`config.mk`:
```
export PLATFORM = sky130hd
export DESIGN_NAME = microcode_sequencer
export DESIGN_NICKNAME = d
export VERILOG_FILES = /design/src/rtl/microcode_sequencer.sv
export SDC_FILE = /design/constraint.sdc
export NUM_CORES = 1
export LEC_CHECK = 0
export ABC_AREA = 1
export CAP_MARGIN = 15
export CORE_ASPECT_RATIO = 1.4
export CORE_MARGIN = 2
export CORE_UTILIZATION = 41
export CTS_BUF_LIST = sky130_fd_sc_hd__clkbuf_4
export DETAILED_ROUTE_END_ITERATION = 10
export PLACE_DENSITY_LB_ADDON = 0.05
export SYNTH_ARGS = -nofsm -noshare
export SYNTH_HDL_FRONTEND = slang
export SYNTH_SLANG_ARGS = --single-unit
export TNS_END_PERCENT = 100
```
`constraint.sdc`:
```
create_clock -name clk -period 1.8 [get_ports clk]
set_input_delay 0.18 -clock clk [delete_from_list [all_inputs] [get_ports clk]]
set_output_delay 0.18 -clock clk [all_outputs]
set_load 0.02 [all_outputs]
```
`src/rtl/microcode_sequencer.sv`:
```
// Microstep sequencer for the 8-bit CPU: forms the microcode ROM address, gates the
// control word, generates the datapath tick, and tracks halt/resume and retired count.
// Optional feature: define EARLY_END_EN to end an instruction on an all-zero word at step>=2.
module microcode_sequencer #(
  parameter int MAX_STEP = 5,
  parameter int STEP_W   = 3,
  parameter int OPC_W    = 4
) (
  input  logic                      clk,
  input  logic                      reset,
  input  logic [OPC_W-1:0]          opcode,
  input  logic                      flag_c,
  input  logic                      flag_z,
  input  logic [15:0]               rom_data,
  input  logic                      run_mode,
  input  logic                      step_req,
  input  logic                      resume,
  output logic [2+OPC_W+STEP_W-1:0] rom_addr,
  output logic [15:0]               ctrl_word,
  output logic                      tick,
  output logic [STEP_W-1:0]         step,
  output logic                      halted,
  output logic [15:0]               retired
);

  typedef enum logic {
    ST_RUN  = 1'b0,
    ST_HALT = 1'b1
  } state_t;

  localparam logic [STEP_W-1:0] LAST_STEP = STEP_W'(MAX_STEP - 1);

  state_t              state;
  state_t              state_nxt;
  logic [STEP_W-1:0]   step_nxt;
  logic [15:0]         retired_nxt;
  logic                in_run;
  logic                early_end;

  assign in_run    = (state == ST_RUN);
  assign halted    = (state == ST_HALT);
  assign rom_addr  = {flag_c, flag_z, opcode, step};
  assign tick      = in_run & ~reset & (run_mode | step_req);
  assign ctrl_word = (in_run & ~reset) ? rom_data : 16'h0;

`ifdef EARLY_END_EN
  // An all-zero word past the fetch steps marks the end of a short instruction.
  assign early_end = (step >= STEP_W'(2)) && (rom_data == 16'h0);
`else
  assign early_end = 1'b0;
`endif

  // Next-state logic; a halt word freezes step and retired so resume restarts cleanly.
  always_comb begin
    state_nxt   = state;
    step_nxt    = step;
    retired_nxt = retired;
    case (state)
      ST_RUN: begin
        if (tick) begin
          if (rom_data[15]) begin
            state_nxt = ST_HALT;
          end else if ((step == LAST_STEP) || early_end) begin
            step_nxt    = '0;
            retired_nxt = retired + 16'd1;
          end else begin
            step_nxt = step + 1'b1;
          end
        end
      end
      ST_HALT: begin
        if (resume) begin
          state_nxt = ST_RUN;
          step_nxt  = '0;
        end
      end
      default: begin
        state_nxt = ST_RUN;
        step_nxt  = '0;
      end
    endcase
  end

  always_ff @(posedge clk) begin
    if (reset) begin
      state   <= ST_RUN;
      step    <= '0;
      retired <= 16'h0;
    end else begin
      state   <= state_nxt;
      step    <= step_nxt;
      retired <= retired_nxt;
    end
  end

endmodule

```
# Yosys cells after proc, flatten, opt, wreduce, memory -nomap -nowiden
# Cells that the tools add are included.
# word_totals
output_inout_bits	46
wordCells	27
regBits	20
input_bits	27
# op_classes
reduce_logical	2
mux	10
n_eq_ne	4
add_sub_neg	2
bitwise_logic	6
# op_table
cell	count
$add A16 B1 Y16 const B	1
$mux W16	1
$mux W3	4
$ne A2 B2 Y1 const B	3
$pmux W3 S2	1
$reduce_and A4 Y1	1
$add A3 B1 Y3 const B	1
$eq A3 B3 Y1 const B	1
$mux W1	3
$not A1 Y1	3
$reduce_and A3 Y1	1
$and A1 B1 Y1	2
$pmux W1 S2	1
$or A1 B1 Y1	1

# Logic depth before layout (Yosys ltp)
# logic_depth
word_depth	5
ltp_mapped	9
mapped_depth_nobuf	9

# Least setup slack after synthesis
# OpenSTA, ideal clock, no wires.
# synth_path
path_type	register -> register
start	register step[0]
end	register retired[1]
period_less_slack_ns	1.390
stages_incl_launch_ff	8
slack_ns	0.410
t_arrival_ns	1.275
setup_time_ns	0.116
n_path_buf	1
cell_sequence	dfxtp_1 > inv_1 > ha_1 > nand3_2 > nor2_8 > buf_6 > o21ai_0 > nor2_1
# synth_via
elab_chain_len	2
# synth_rtl
element	line_no	source
from (decl)	21	output logic [STEP_W-1:0] step,
from (signal assigned)	91	step <= step_nxt;
$eq A3 B3 Y1	63	end else if ((step == LAST_STEP) || early_end) begin
$reduce_and A4 Y1 (no line)	-	
to (signal assigned)	92	retired <= retired_nxt;
to (decl)	23	output logic [15:0] retired
# No other way between the ends.
# A chain may end at the register's enable or synchronous reset.

# Final worst setup path
# layout_path
start	register state (netlist: halted)
end	output ctrl_word[3]
# layout_via
elab_chain_len	3
# layout_rtl
element	line_no	source
from (decl)	33	state_t state;
from (signal assigned)	90	state <= state_nxt;
$not A1 Y1	-	
$and A1 B1 Y1	44	assign ctrl_word = (in_run & ~reset) ? rom_data : 16'h0;
$mux W16	44	
to (decl)	19	output logic [15:0] ctrl_word,
# No other way between the ends.

==> key figures <==
Layout
  – Syn-to-layout area delta: 46.1%
  – Post-route cell area: 0.00202 mm²
  – Fill count: 301
  – Non-Filler Instances: 307
  – Number of diodes: 0
  – Reg area: 400 µm²
  – Net count reported at finish: 298
  – Ratio of cells with drive above 1 in the final layout: 9.74%
  – Area of the multi-input gates: 716 µm²

Drt
  – Routed vias: 1410
  – Iter 0 DRT Violations: 27
  – Wire per inst: 10.3 µm
  – Number of remaining DRC errors: 0
  – Via density: 4.59
  – Remaining antenna violation count: 0
  – Pre-antenna DRT Iters: 4
  – Drt total wl: 3150 µm

Floorplan
  – Core area: 0.00332 mm²
  – Die X: 53.1 µm
  – Die Ht: 72.8 µm
  – Initial Utilization: 41.8%
  – # rows: 25
  – Total die area: 0.00387 mm²
  – Num ports: 73

Global routing
  – Gr usage total: 16.0%
  – Total gr overflow: 0
  – First-pass GRT wire length: 4840 µm
  – Vias in the first global route: 1169
  – Largest net degree at the start of global routing: 19
  – Antenna violations before repair: 0

Critical path
  – Worst setup SP type: register
  – Worst setup EP type: primary output
  – Arrival @ worst endpoint: 1520 ps
  – Worst-path maximum fanout: 15
  – WS Path Type: reg -> out
  – Worst Path Required: 1620 ps

Clocking
  – Max Buffers Root-to-Sink: 2
  – Clock-pin slew on the worst setup and hold paths: 120 ps
  – Num CTS Buffers: 3
  – Number of hold buffers added after cts: 0
  – TritonCTS clock tree: yes
  – Post-CTS Setup Bufs: 0
  – Skew-Pair Late Insertion Delay: 300 ps
  – # clock sinks: 20
  – Htree depth: 1
  – CTS Root Cell: clkbuf_4

STA
  – Final Hold Vio Count: 0
  – Part of the cycle the worst path needs: 94.3%
  – Unrepaired setup endpoints after global routing: false
  – Slew margin rel.: 82.5%
  – Min Tclk post-route: 1700 ps
  – Slew Viols, Final: 0
  – TNS Setup: 0 ps
  – Worst clock skew: 3.61 ps
  – Fmax: 0.589 GHz
  – Actual slew at the worst max-slew pin: 262 ps
  – Final WS setup: 103 ps
  – Final setup viols: 0
  – Hold Slack: 360 ps

Placed design
  – Worst slack at placement: -142 ps
  – DP HPWL: 2440 µm
  – I/O Buffers: 60
  – Area post-placement: 0.00199 mm²
  – Placed Cells incl. Taps: 303
  – GPL Wtd Cong: 0.762

Synthesis
  – Yosys warns: 0
  – Share of the synthesized area in the top cell type: 28.9%
  – Synth cell types: 26
  – Syn Nets: 241
  – Ys flop type: dfxtp_1
  – Post-synth EDFFs: 0
  – Sequential share of the synthesized area: 28.9%
  – FFs w/ async S/R, synth: 0%
  – Syn Inst Count: 211
  – Mapped Area: 0.00139 mm²
  – Cell taking the most area after synthesis: dfxtp_1
  – Avg Cell Area, Syn: 6.56 µm²
  – Commonest cells in the netlist: inv_1, nand2_1, nor2_1
  – Synthesis-stage register bit count: 20
  – Synth top area cells: dfxtp_1, inv_1, nand2_1
  – Count leader, synth: inv_1

Power
  – Leak: 0.934 nW
  – PD cells: 508 mW/mm²
  – Worst VDD drop: 0.000470 V

Run
  – MaxCap Viol Count: 0

Status
  – Status: completed

Min path
  – Class of the worst hold path: in -> out
==> metrics by stage <==
step | utilization, % | power [mW]
6_report | 61.0 | 1.03
5_1_grt | 61.0 | 1.07
4_1_cts | 61.1 | 1.04
3_5_place_dp | 60.2 | 0.682
3_3_place_gp | 60.2 | 0.682
2_1_floorplan | - | 0.581
==> cell usage in the layout (no fill, tap or decap) <==
cell / count
clkbuf_2: 4
buf_4: 3
clkinv_1: 1
nand4_1: 9
a21oi_2: 3
nor2_8: 2
a31oi_1: 1
nand3_1: 14
buf_12: 2
nor3_1: 2
nand3_4: 1
bufinv_16: 1
clkdlybuf4s15_1: 10
or2_2: 1
nand3b_4: 1
ha_1: 3
nor2_4: 3
nand2_1: 42
dlygate4sd2_1: 3
dfxtp_1: 20
nor2_1: 33
clkdlybuf4s50_1: 43
inv_1: 43
nand3_2: 1
o21ai_0: 4
nand3b_1: 2
a21oi_1: 10
xor2_1: 1
clkbuf_4: 3
nand2_2: 1
==> metal layers <==
layer  up-vias  wire, µm  part of all wire (%)  global-route usage [%]
met5         -         0                     0                       0
li1        756         -                     -                       -
met1       612      1320                    42                    18.5
met3         2       192                   6.1                    2.87
met4         0        16                  0.51                    4.27
met2        40      1620                    51                    29.4
==> power breakdown <==
part,switching (mW),internal [mW]
registers,0.00489,0.446
logic,0.103,0.102
clock network,0.147,0.225
==> sequential cells by signal, indices dropped and copies added (netlist names) <==
signal   count
retired     16
step         3
halted       1
==> worst max-delay path, cell delays in order, from the launching register on <==
cell and delay [ps]:
dfxtp_1 370, nor2_4 120, clkinv_1 140, buf_12 180, nor2_1 70, dlygate4sd2_1 330
==> layout make-up <==
type / instances / share of cell area (%)
inverters: 44 / 8.16
multi-input cells: 134 / 35.4
flip-flops and latches: 20 / 19.8
well taps: 40 / 2.47
clock buffers: 3 / 1.11
clock inverters: 1 / 1.48
repair buffers: 65 / 31.6
==> logic make-up (layout without fill, tap and decap cells) <==
group	after synthesis	after routing	synth area share, %
simple gates	112	112	40.9
buf+inv	57	113	19.4
flops	20	20	28.9
compound gates	18	18	7.41
fa+ha+maj	3	3	2.71
xor+xnor	1	1	0.632
==> path summary, 6_finish.rpt <==
kind	from	endpoint	slack (ps)	depth (start not counted)
worst max-delay path	halted	ctrl_word[3]	100	5
worst min-delay path	opcode[2]	rom_addr[5]	360	0
worst max register to register	step[0]	retired[10]	330	9
worst min register to register	retired[4]	retired[4]	490	2
==> timing repair <==
action | CTS | global route
pin swaps | 0 | 0
endpoints found under the setup margin | 17 | 14
gates resized for setup | 17 | 18
(Power assumes the default switching activity.)
